## config.mk

```make
export PLATFORM = sky130hd
export DESIGN_NAME = dram_addr_rebuild_flat
export DESIGN_NICKNAME = d
export VERILOG_FILES = /design/src/rtl/dram_pkg.sv /design/src/rtl/dram_addr_rebuild_if.sv /design/src/rtl/dram_addr_compose.sv /design/src/rtl/dram_addr_rebuild.sv /design/src/flat_wrapper.sv
export SDC_FILE = /design/constraint.sdc
export NUM_CORES = 1
export LEC_CHECK = 0
export ABC_AREA = 0
export BUFFER_PORTS_ARGS = -buffer_cell sky130_fd_sc_hd__clkbuf_2
export CORE_MARGIN = 2
export CORE_UTILIZATION = 55
export CTS_BUF_LIST = sky130_fd_sc_hd__clkbuf_8
export CTS_CLUSTER_DIAMETER = 50
export DETAILED_ROUTE_END_ITERATION = 8
export GPL_ROUTABILITY_DRIVEN = 0
export PLACE_DENSITY_LB_ADDON = 0.12
export SYNTH_ARGS = -nofsm -noshare
export SYNTH_HDL_FRONTEND = slang
export SYNTH_SLANG_ARGS = --single-unit
```

## constraint.sdc

```tcl
create_clock -name CLK -period 6.7 [get_ports CLK]
set_input_delay 0.67 -clock CLK [delete_from_list [all_inputs] [get_ports CLK]]
set_output_delay 0.67 -clock CLK [all_outputs]
set_load 0.01 [all_outputs]
```

## src/rtl/dram_pkg.sv

```systemverilog
// DRAM controller shared widths, address word type and mapping modes.
// Field widths must sum with IGNORE_BITS to the width of word_t.
package dram_pkg;

   localparam int IGNORE_BITS     = 2;
   localparam int RANK_BITS       = 1;
   localparam int BANK_GROUP_BITS = 2;
   localparam int BANK_BITS       = 2;
   localparam int ROW_BITS        = 14;
   localparam int COLUMN_BITS     = 8;
   localparam int OFFSET_BITS     = 3;
   localparam int WORD_W          = 32;
   localparam int LEN_W           = 4;

   typedef logic [WORD_W-1:0] word_t;

   typedef enum logic [1:0] {
      MAP_RBBRC = 2'd0,
      MAP_RRBBC = 2'd1,
      MAP_RARBC = 2'd2,
      MAP_RSVD  = 2'd3
   } map_mode_t;

   typedef struct packed {
      logic [RANK_BITS-1:0]       rank;
      logic [BANK_GROUP_BITS-1:0] bg;
      logic [BANK_BITS-1:0]       bank;
      logic [ROW_BITS-1:0]        row;
      logic [COLUMN_BITS-1:0]     col;
      logic [OFFSET_BITS-1:0]     offset;
   } coord_t;

endpackage

```

## src/rtl/dram_addr_rebuild_if.sv

```systemverilog
// Coordinate-in / address-out handshake bundle for the reverse mapper.
// master is the producer/consumer side, slave is the rebuild block.
interface dram_addr_rebuild_if;
   import dram_pkg::*;

   logic                       in_valid;
   logic                       in_ready;
   logic [RANK_BITS-1:0]       in_rank;
   logic [BANK_GROUP_BITS-1:0] in_BG;
   logic [BANK_BITS-1:0]       in_bank;
   logic [ROW_BITS-1:0]        in_row;
   logic [COLUMN_BITS-1:0]     in_col;
   logic [OFFSET_BITS-1:0]     in_offset;
   logic [LEN_W-1:0]           in_len;
   map_mode_t                  in_mode;
   logic                       out_valid;
   logic                       out_ready;
   word_t                      out_address;
   logic                       out_last;
   logic                       out_wrap;
   logic                       out_mode_err;

   modport master (
      output in_valid, in_rank, in_BG, in_bank,
      output in_row, in_col, in_offset,
      output in_len, in_mode, out_ready,
      input  in_ready, out_valid, out_address,
      input  out_last, out_wrap, out_mode_err
   );

   modport slave (
      input  in_valid, in_rank, in_BG, in_bank,
      input  in_row, in_col, in_offset,
      input  in_len, in_mode, out_ready,
      output in_ready, out_valid, out_address,
      output out_last, out_wrap, out_mode_err
   );

endinterface

```

## src/rtl/dram_addr_compose.sv

```systemverilog
// Combinational inverse of the forward address mapper.
// Reserved mode falls back to the mode 0 layout.
module dram_addr_compose
   import dram_pkg::*;
(
   input  coord_t    c,
   input  map_mode_t mode,
   output word_t     addr
);

   localparam int SUM = IGNORE_BITS + RANK_BITS
                      + BANK_GROUP_BITS + BANK_BITS
                      + ROW_BITS + COLUMN_BITS
                      + OFFSET_BITS;

   if (SUM != WORD_W) begin : g_width_chk
      $error("dram_pkg field widths do not fill word_t");
   end

   localparam logic [IGNORE_BITS-1:0] PAD = '0;

   always_comb begin
      addr = '0;
      unique case (1'b1)
         (mode == MAP_RRBBC):
            addr = {PAD, c.row, c.rank, c.bank,
                    c.bg, c.col, c.offset};
         (mode == MAP_RARBC):
            addr = {PAD, c.rank, c.row, c.bank,
                    c.bg, c.col, c.offset};
         default:
            addr = {PAD, c.row, c.bank, c.bg,
                    c.rank, c.col, c.offset};
      endcase
   end

endmodule

```

## src/rtl/dram_addr_rebuild.sv

```systemverilog
// Reverse address mapper: one coordinate set in, one
// rebuilt address per beat out, column stepping per beat.
module dram_addr_rebuild
   import dram_pkg::*;
(
   input logic                CLK,
   input logic                nRST,
   dram_addr_rebuild_if.slave bus
);

   typedef enum logic {IDLE, BURST} state_t;

   localparam logic [COLUMN_BITS-1:0] COL_MAX = '1;
   localparam logic [LEN_W-1:0]       ONE     = 1;

   state_t           state;
   coord_t           q;
   map_mode_t        mode_q;
   logic [LEN_W-1:0] beat_cnt;

   logic      accept;
   logic      handoff;
   logic      advance;
   coord_t    nxt;
   map_mode_t nxt_mode;
   word_t     nxt_addr;

   assign bus.in_ready = (state == IDLE)
                      || (bus.out_valid
                          && bus.out_ready
                          && bus.out_last);

   assign accept  = bus.in_valid && bus.in_ready;
   assign handoff = bus.out_valid && bus.out_ready;
   assign advance = handoff && (beat_cnt != '0);

   // One compose instance serves both a fresh load and a column step.
   always_comb begin
      nxt      = q;
      nxt_mode = mode_q;
      nxt.col  = q.col + 1'b1;
      if (accept) begin
         nxt.rank   = bus.in_rank;
         nxt.bg     = bus.in_BG;
         nxt.bank   = bus.in_bank;
         nxt.row    = bus.in_row;
         nxt.col    = bus.in_col;
         nxt.offset = bus.in_offset;
         nxt_mode   = bus.in_mode;
      end
   end

   dram_addr_compose u_compose (
      .c    (nxt),
      .mode (nxt_mode),
      .addr (nxt_addr)
   );

   always_ff @(posedge CLK or negedge nRST) begin
      if (!nRST) begin
         state            <= IDLE;
         q                <= '0;
         mode_q           <= MAP_RBBRC;
         beat_cnt         <= '0;
         bus.out_valid    <= 1'b0;
         bus.out_address  <= '0;
         bus.out_last     <= 1'b0;
         bus.out_wrap     <= 1'b0;
         bus.out_mode_err <= 1'b0;
      end else if (accept) begin
         state            <= BURST;
         q                <= nxt;
         mode_q           <= nxt_mode;
         beat_cnt         <= bus.in_len;
         bus.out_valid    <= 1'b1;
         bus.out_address  <= nxt_addr;
         bus.out_last     <= (bus.in_len == '0);
         bus.out_wrap     <= 1'b0;
         bus.out_mode_err <= (bus.in_mode == MAP_RSVD);
      end else if (advance) begin
         q               <= nxt;
         beat_cnt        <= beat_cnt - ONE;
         bus.out_address <= nxt_addr;
         bus.out_last    <= (beat_cnt == ONE);
         bus.out_wrap    <= (q.col == COL_MAX);
      end else if (handoff) begin
         state            <= IDLE;
         bus.out_valid    <= 1'b0;
         bus.out_address  <= '0;
         bus.out_last     <= 1'b0;
         bus.out_wrap     <= 1'b0;
         bus.out_mode_err <= 1'b0;
      end
   end

endmodule

```

## src/flat_wrapper.sv

```systemverilog
// flat-port wrapper written by rule: the top's interface ports become plain ports
module dram_addr_rebuild_flat import dram_pkg::*;
  (CLK, nRST, bus_in_valid, bus_in_rank, bus_in_BG, bus_in_bank, bus_in_row, bus_in_col, bus_in_offset, bus_in_len, bus_in_mode, bus_out_ready, bus_in_ready, bus_out_valid, bus_out_address, bus_out_last, bus_out_wrap, bus_out_mode_err);
  dram_addr_rebuild_if bus_i ();
  input logic CLK;
  input logic nRST;
  input wire logic [$bits(bus_i.in_valid)-1:0] bus_in_valid;
  input wire logic [$bits(bus_i.in_rank)-1:0] bus_in_rank;
  input wire logic [$bits(bus_i.in_BG)-1:0] bus_in_BG;
  input wire logic [$bits(bus_i.in_bank)-1:0] bus_in_bank;
  input wire logic [$bits(bus_i.in_row)-1:0] bus_in_row;
  input wire logic [$bits(bus_i.in_col)-1:0] bus_in_col;
  input wire logic [$bits(bus_i.in_offset)-1:0] bus_in_offset;
  input wire logic [$bits(bus_i.in_len)-1:0] bus_in_len;
  input wire logic [$bits(bus_i.in_mode)-1:0] bus_in_mode;
  input wire logic [$bits(bus_i.out_ready)-1:0] bus_out_ready;
  output wire logic [$bits(bus_i.in_ready)-1:0] bus_in_ready;
  output wire logic [$bits(bus_i.out_valid)-1:0] bus_out_valid;
  output wire logic [$bits(bus_i.out_address)-1:0] bus_out_address;
  output wire logic [$bits(bus_i.out_last)-1:0] bus_out_last;
  output wire logic [$bits(bus_i.out_wrap)-1:0] bus_out_wrap;
  output wire logic [$bits(bus_i.out_mode_err)-1:0] bus_out_mode_err;
  assign bus_i.in_valid = bus_in_valid;
  assign bus_i.in_rank = bus_in_rank;
  assign bus_i.in_BG = bus_in_BG;
  assign bus_i.in_bank = bus_in_bank;
  assign bus_i.in_row = bus_in_row;
  assign bus_i.in_col = bus_in_col;
  assign bus_i.in_offset = bus_in_offset;
  assign bus_i.in_len = bus_in_len;
  assign bus_i.in_mode = bus_in_mode;
  assign bus_i.out_ready = bus_out_ready;
  assign bus_in_ready = bus_i.in_ready;
  assign bus_out_valid = bus_i.out_valid;
  assign bus_out_address = bus_i.out_address;
  assign bus_out_last = bus_i.out_last;
  assign bus_out_wrap = bus_i.out_wrap;
  assign bus_out_mode_err = bus_i.out_mode_err;
  dram_addr_rebuild u_core (.CLK(CLK), .nRST(nRST), .bus(bus_i));
endmodule
```

==> impl_metrics.toml, run 1 <==
[yosys]
synth_edf_count = 0
yosys.area.top_type = "dfrtp_1"
yosysWarnings = 0
ys_seq_elements = 70
synth_top_area_share_pct = 52.1
synthFlopType = "dfrtp_1"
synthArstFlopShare_pct = 100
syn_area_um2 = 3360
syn_avg_cell_area_um2 = 10.5
synthCells = 320
ys_types = 43
synthTopCellsByArea = "dfrtp_1 (52%), a22o_1 (4.2%), and2_1 (3.9%), nand2_1 (3.7%), a32oi_1 (3.6%)"
seq_area_frac_synth_pct = 52.1

[clock_tree]
clkSinkCount = 70
cts_root_buf = "clkbuf_8"
insertion_delay_ns = 0.34
hold_buffers = 0
clockBufferDepth = 2
cts_resized = 0
htree_levels = 3
cts_setup_buffers = 0
clkSlewWorstSetupHoldPaths_ns = 0.07
numCtsBuffers = 9
cts_tree = "done"

[timing]
rsz0062_at_grt = "false"
slew_viol_final = 0
hold_viol = 0
min_period_over_period_pct = 47.0
finClkSkew_ns = 0.00671
fmaxAchievable_mhz = 318
period_needed_ns = 3.15
fin_setup_tns_ns = 0
setup_viol = 0
slew_headroom_pct = 38.2
worst_pin_slew_ns = 0.923

[finish]
drive_gt1_share_pct = 27.5
final_util_pct = 66.9
n_antenna_cell = 0
syn_to_final_growth_pct = 18.0
fin_cells = 468
fin_nets = 433

[routing]
drt_iter0_drc = 240
drtPass1Iterations = 5
num_vias = 2677
ant_nets = 0
vias_per_cell = 5.72
wl_um = 7580
drc_errors = 0
wl_per_cell_um = 16.2

[worst_hold_path]
hold_path_class = "register to register"
min_from = "u_core.bus.out_address[11]"
min_path_cells = 2
whs_endpoint = "u_core.bus.out_address[11]"

[pwr]
power_mw = 1.96
p_leak_nw = 1.91
pwr_density_cell_nw_per_um2 = 493
ir_drop_mv = 0.241

[critical_path]
regToRegEndpoint = "u_core.bus.out_address[25]"
path_max_fanout = 25
worst_ep_required_time_ns = 6.93
crit_path_frequent_cell = "nor2_1"
rr_startpoint = "u_core.bus.out_valid"
reg2reg_setup_slack_ns = 3.81
cp_slowest_cell = "nor2_1"
path_cells = "clkbuf_2, inv_1, nor2_1, mux2_2, ha_1, nor2_1, o22ai_1, a22o_1"
reg2reg_depth = 7
end_kind = "register"
max_stage_delay_ns = 0.74
cp-start-kind = "input port"
critPathArrivalTime_ns = 3.38
criticalPathCategory = "input port to register"

[global_route]
grt_max_degree = 71
grt_pass1_vias = 2515
busiest_layer = "met2"
grt_util_met2_pct = 37.7
grt_usage_pct = 24.3
use_met3_pct = 4.24
antenna_found_initial = 0
overflow = 0
grt_first_pass_wirelength_um = 12200
grt_util_met1_pct = 34.4

[die]
rows = 28
initial_core_util_pct = 56.7
ios = 77
die_h_um = 82.2
fp.coreArea_um2 = 5920
die_area_um2 = 6750
die_width_um = 82.2

[place]
dp.cells = 452
port_buffers = 74
dp_hpwl_um = 5140

[run]
maxCapViolCount = 0

[status]
status = "finished, final reports clean"
-- cell type report --
| class | instances | area, um^2 |
|---|---|---|
| Clock buffer | 9 | 124 |
| Clock inverter | 7 | 97.6 |
| Fill cell | 489 | 1960 |
| Inverter | 22 | 82.6 |
| Multi-Input combinational cell | 207 | 1410 |
| Sequential cell | 70 | 1750 |
| Tap cell | 75 | 93.8 |
| Timing Repair Buffer | 78 | 400 |
-- logic make-up after synthesis --
kind of cell	count (synthesis)	share of synthesized area, %
and+or+nand+nor	86	12.9
other	1	0.112
AOI/OAI and AO/OA	92	20.8
xor gates and xnor gates	14	3.65
muxes	8	2.64
DFF	70	52.1
adders and majority gates	5	1.86
buffers and inverters	44	5.88
-- stage by stage --
step	cell area, um^2	setup slack [ns]	hold WS, ns
floorplan	3360	4.01	0.374
global placement	3740	3.39	0.470
detailed placement	3740	3.26	0.470
CTS	3960	3.61	0.488
global route	3960	3.35	0.516
finish	3960	3.55	0.483
-- where the power goes --
part / leakage [nW] / internal, mW / total (mW) / switching [mW]
clock network: 0.106 / 0.211 / 0.372 / 0.161
logic: 0.926 / 0.357 / 0.853 / 0.496
registers: 0.875 / 0.612 / 0.731 / 0.119
total: 1.91 / 1.18 / 1.96 / 0.777
-- cell usage after synthesis (8+ instances only) --
cell	instances
buf_2	8
o22ai_1	14
xnor2_1	9
a32oi_1	14
inv_1	21
nor2_1	8
o21ai_0	19
dfrtp_1	70
a22o_1	16
nand2_1	33
clkbuf_1	10
nand3_1	9
and2_1	21
-- cells in the final DEF (no fill, tap or decap), drive strengths merged, types with 4 or more instances in the layout --
| master | instances |
|---|---|
| nor4 | 4 |
| a22o | 16 |
| a32oi | 14 |
| a22oi | 7 |
| and2 | 21 |
| a32o | 5 |
| dfrtp | 70 |
| xnor2 | 9 |
| inv | 23 |
| ha | 5 |
| nor3 | 4 |
| o211ai | 6 |
| o22ai | 14 |
| nand3 | 10 |
| mux2 | 7 |
| nand2 | 34 |
| o21ai | 20 |
| buf | 5 |
| clkbuf | 82 |
| xor2 | 5 |
| nor2 | 8 |
-- critical path: cells and delay by family --
family                   cells  cell delay (ns)
multiplexers                 1             0.38
AND/OR/NAND/NOR              2             0.98
buffers and inverters        2             0.51
AO/OA/AOI/OAI                2             0.44
adder cells (fa/ha/maj)      1             0.39
-- routing by layer --
metal  share of wire [%]  vias to the layer above  routed length (um)
met5                   0                        -                   0
met4                 1.4                        0                 108
met3                 6.1                       10                 459
met2                  48                       98                3600
met1                  45                     1284                3410
li1                    -                     1285                   -
-- worst max path at each step --
stage / from / endpoint / cells after the start / slack, ns
after floorplan: bus_in_valid / u_core.bus.out_address[25] / 9 / 4.01
after global placement: bus_in_valid / u_core.bus.out_address[25] / 8 / 3.39
after detailed placement: bus_in_valid / u_core.bus.out_address[25] / 8 / 3.26
after CTS: bus_in_valid / u_core.bus.out_address[25] / 8 / 3.61
after global routing: bus_in_valid / u_core.bus.out_address[25] / 8 / 3.35
final: bus_in_valid / u_core.bus.out_address[25] / 8 / 3.55
-- sequential cells by signal, indices dropped and copies added, names as in the netlist --
signal and cells:
u_core.beat_cnt 4, u_core.bus.out_mode_err 1, u_core.bus.out_valid 1, u_core.mode_q 2
u_core.bus.out_address 30, u_core.bus.out_wrap 1, u_core.q 30, u_core.bus.out_last 1
(Power assumes the default switching activity.)
==> run 2, diff against run 1 <==
- ABC_AREA: 0 -> 1
- clock period: 6.7 -> 3.2 ns (I/O delays scaled with it)
==> impl_metrics.toml, run 2 <==
[status]
status = "finished, final reports clean"

[critical_path]
critPathArrivalTime_ns = 2.78
path_cells = "nand2_1, a21boi_4, buf_4, nand2_1, o21ai_1, inv_1, ha_1, or2_2, nand2_1, nand2_1, nand2_1, nand2_1"
cp-start-kind = "register"
end_kind = "register"
crit_path_frequent_cell = "nand2_1"
reg2reg_setup_slack_ns = 0.65
path_delay_family = "simple AND/OR/NAND/NOR gates"
criticalPathCategory = "register to register"
reg2reg_depth = 12
max_stage_delay_ns = 0.45
path_max_fanout = 16
cp.depth = 12
cp_slowest_cell = "or2_2"
worst_ep_required_time_ns = 3.43
cp_num_buf_inv = 2

[yosys]
synth_most_common_cell = "nand2_1"
ys_types = 30
synth_top_area_share_pct = 48.5
synth_edf_count = 0
synthFlopType = "dfrtp_1"
yosys.area.top_type = "dfrtp_1"
seq_area_frac_synth_pct = 48.5
yosysWarnings = 0
syn_avg_cell_area_um2 = 7.84
synthArstFlopShare_pct = 100
syn_area_um2 = 3610
synth_common_cells = "nand2_1 (205), dfrtp_1 (70), inv_1 (54)"
synthTopCellsByArea = "dfrtp_1 (49%), nand2_1 (21%), nand3_1 (5.7%), inv_1 (5.6%), o21ai_2 (4.4%)"
synthCells = 460
ys_seq_elements = 70

[timing]
slew_headroom_pct = 49.8
worst_hold_slack_ns = 0.00429
slew_viol_final = 0
rsz0062_at_grt = "false"
hold_viol = 0
fmaxAchievable_mhz = 393
worst_pin_slew_ns = 0.753
finClkSkew_ns = 0.00582
fin_setup_tns_ns = 0
min_period_over_period_pct = 79.6
setup_viol = 0
period_needed_ns = 2.55
layout_setup_ws_ns = 0.652

[worst_hold_path]
hold_path_class = "input port to async pin"

[finish]
syn_to_final_growth_pct = 16.9
n_antenna_cell = 0
fin_nets = 577
final_cell_mix = "nand2_1 (205), clkbuf_2 (73), dfrtp_1 (70)"
drive_gt1_share_pct = 22.9
final_common_cell = "nand2_1"
reg_top3 = "u_core.bus.out_address x30, u_core.q x30, u_core.beat_cnt x4"

[routing]
drt_iter0_drc = 246
num_vias = 3056
wl_per_cell_um = 12.7
drtPass1Iterations = 4
wl_um = 7780
drc_errors = 0
ant_nets = 0
vias_per_cell = 4.98

[clock_tree]
numCtsBuffers = 9
cts_resized = 0
insertion_delay_ns = 0.34
htree_levels = 3
hold_buffers = 0
clkSlewWorstSetupHoldPaths_ns = 0.07
clockBufferDepth = 2
cts_tree = "done"
cts_setup_buffers = 0
cts_root_buf = "clkbuf_8"
clkSinkCount = 70

[place]
port_buffers = 74
dp_hpwl_um = 5320
pre_cts_ws_ns = 0.619

[pwr]
clkPwrFrac_pct = 19.4
p_leak_nw = 2.45
p_sw_share_pct = 41.7
p_int_mw = 2.46
p_comb_share_pct = 44.6
p_seq_share_pct = 36.0
pwr_density_cell_nw_per_um2 = 1000
power_mw = 4.22
p_sw_mw = 1.76
ir_drop_mv = 0.547

[run]
maxCapViolCount = 0

[die]
die_h_um = 85
initial_core_util_pct = 56.8
die_width_um = 85
ios = 77
rows = 29
die_area_um2 = 7230
fp.coreArea_um2 = 6350

[global_route]
grt_max_degree = 64
grt_first_pass_wirelength_um = 13200
grt_usage_pct = 22.9
overflow = 0
grt_pass1_vias = 2913
antenna_found_initial = 0
run 2: path summary, 6_finish.rpt:
check                                                start                         end
worst max-delay path                   u_core.bus.out_last  u_core.bus.out_address[25]
worst min-delay path                                  nRST                u_core.q[26]
worst max register to register         u_core.bus.out_last  u_core.bus.out_address[25]
worst min register to register  u_core.bus.out_address[20]  u_core.bus.out_address[20]
max in group asynchronous                             nRST                u_core.q[15]
min in group CLK                             bus_in_col[0]                 u_core.q[3]
run 2: cell type report:
type,count,area (um^2)
multi-input cells,315,1510
inverters,55,206
clock buffers,12,165
repair buffers,81,423
flip-flops and latches,70,1750
well taps,77,96.3
clock inverters,4,68.8
fillers,542,2130
run 2: per-stage QoR:
stage,utilization (%),cell area (um^2),cells
2_1_floorplan,-,3610,461
3_3_place_gp,62.7,3980,598
3_5_place_dp,62.7,3980,598
4_1_cts,66.4,4220,614
5_1_grt,66.4,4220,614
6_report,66.4,4220,614
run 2: worst reg2reg max path: stages (launching register included):
cell,delay (ns)
dfrtp_1,0.39
nand2_1,0.13
a21boi_4,0.24
buf_4,0.26
nand2_1,0.09
o21ai_1,0.11
inv_1,0.07
ha_1,0.41
or2_2,0.45
nand2_1,0.11
nand2_1,0.06
nand2_1,0.06
nand2_1,0.07
run 2: routing by layer:
metal / GRT usage [%] / routed length (um) / vias up
li1: - / - / 1563
met5: 0 / 0 / -
met3: 5.16 / 396 / 13
met2: 34.6 / 3550 / 90
met4: 9.24 / 142 / 0
met1: 32.1 / 3690 / 1390
run 2: cell families after synthesis:
family	count (synthesis)	synth area share, %
xor+xnor	6	1.46
compound gates	39	8.53
buf+inv	76	9.85
flops	70	48.5
fa+ha+maj	5	1.73
other cells	1	0.104
simple gates	263	29.8
run 2: power groups by stage:
stage,registers (mW),clock network (mW),logic (mW)
finish,1.52,0.819,1.89
CTS,1.52,0.840,1.90
floorplan,1.57,0,1.37
global route,1.57,0.872,2.16
detailed placement,1.53,0,1.89
global placement,1.51,0,1.84
==> run 3, diff against run 2 <==
- ABC_AREA: 1 -> 0
- clock period: 3.2 -> 2.5 ns (I/O delays scaled with it)
==> impl_metrics.toml, run 3 (synthesis results as in run 1) <==
[timing]
slew_headroom_pct = 51.6
min_period_over_period_pct = 91.3
finClkSkew_ns = 0.00953
worst_pin_slew_ns = 0.726
hold_viol = 0
period_needed_ns = 2.28
slew_viol_final = 0
fin_setup_tns_ns = 0
fmaxAchievable_mhz = 438
setup_viol = 0
rsz0062_at_grt = "false"

[run]
maxCapViolCount = 0

[global_route]
grt_usage_pct = 24.6
overflow = 0
grt_first_pass_wirelength_um = 12200
antenna_found_initial = 0
grt_pass1_vias = 2482
grt_max_degree = 39

[die]
ios = 77
rows = 28
die_width_um = 82.2
fp.coreArea_um2 = 5920
die_h_um = 82.2
die_area_um2 = 6750
initial_core_util_pct = 56.7

[place]
dp_hpwl_um = 5290
port_buffers = 74
place_area_um2 = 3810

[routing]
num_vias = 2653
drtPass1Iterations = 4
vias_per_cell = 5.57
ant_nets = 0
drt_iter0_drc = 146
wl_per_cell_um = 16.0
wl_um = 7620
drc_errors = 0

[clock_tree]
cts_tree = "done"
insertion_delay_ns = 0.34
cts_setup_buffers = 0
clockBufferDepth = 2
cts_root_buf = "clkbuf_8"
cts_resized = 0
numCtsBuffers = 9
hold_buffers = 1
clkSinkCount = 70
htree_levels = 3
clkSlewWorstSetupHoldPaths_ns = 0.08

[worst_hold_path]
hold_path_class = "input port to register"

[critical_path]
path_delay_family = "compound AO/OA/AOI/OAI gates"
cp_num_buf_inv = 2
path_cells = "a21boi_4, nor2_1, mux2_2, inv_1, ha_1, nand2b_1, buf_4, o22ai_1, a22o_1"
max_stage_delay_ns = 0.45
path_max_fanout = 12
cp_slowest_cell = "dfrtp_1"
critPathArrivalTime_ns = 2.56
end_kind = "register"
worst_ep_required_time_ns = 2.78
criticalPathCategory = "register to register"
cp-start-kind = "register"

[pwr]
pwr_density_cell_nw_per_um2 = 1280
p_leak_nw = 1.94
ir_drop_mv = 0.835

[finish]
syn_to_final_growth_pct = 18.6
final_cell_mix = "clkbuf_2 (73), dfrtp_1 (70), nand2_1 (33)"
reg_top3 = "u_core.bus.out_address x30, u_core.q x30, u_core.beat_cnt x4"
final_common_cell = "clkbuf_2"
multi_input_area_um2 = 1410
nFillCells = 505
regArea_um2 = 1750
fin_area_um2 = 3990
drive_gt1_share_pct = 28.2
fin_nets = 441
n_antenna_cell = 0

[status]
status = "finished, final reports clean"
-- run 3: area by class of cell --
cell class / count / area share [%]
Clock buffer: 10 / 3.45
Clock inverter: 6 / 0.754
Inverter: 22 / 2.07
Multi-Input combinational cell: 207 / 35.5
Sequential cell: 70 / 44.0
Tap cell: 75 / 2.35
Timing Repair Buffer: 86 / 11.9
-- run 3: metal layers --
layer | GRT usage, % | part of all wire [%] | routed length (um) | up-vias
li1 | - | - | - | 1298
met1 | 35.2 | 48 | 3640 | 1268
met2 | 37.6 | 46 | 3480 | 80
met3 | 6.09 | 5.6 | 425 | 7
met4 | 7.00 | 1.0 | 77 | 0
met5 | 0 | 0 | 0 | -
-- run 3: worst paths after layout --
path                       cells past startpoint                  startpoint                    endpoint  slack, ns
max in group asynchronous                      3                        nRST                 u_core.q[4]       1.34
setup reg to reg                               9         u_core.bus.out_last  u_core.bus.out_address[23]       0.22
setup / recovery                               9         u_core.bus.out_last  u_core.bus.out_address[23]       0.22
hold / removal                                 3               bus_in_len[2]          u_core.beat_cnt[2]       0.12
hold reg to reg                                2  u_core.bus.out_address[12]  u_core.bus.out_address[12]       0.48
min in group asynchronous                      2                        nRST                u_core.q[14]       0.50
-- run 3: per-stage QoR --
stage	total power, mW	instances	hold WS, ns	setup slack (ns)	util [%]
3_5_place_dp	4.33	459	0.350	0.245	64.3
2_1_floorplan	3.59	321	-0.0456	0.0161	-
6_report	5.11	476	0.125	0.218	67.3
3_3_place_gp	4.27	459	0.353	0.350	64.3
5_1_grt	5.51	476	0.120	0.0238	67.3
4_1_cts	5.14	476	0.119	0.215	67.3
-- run 3: where the power goes --
part	total [mW]	switching, mW	internal (mW)
clock	0.787	0.412	0.375
combinational	2.38	1.35	1.03
sequential	1.94	0.301	1.64
total	5.11	2.06	3.05
-- run 3: worst min-delay path: cells and delay by family --
| kind | cells | cell delay [ns] |
|---|---|---|
| buffers and inverters | 1 | 0.09 |
| and+or+nand+nor | 1 | 0.04 |
| AOI/OAI and AO/OA | 1 | 0.06 |
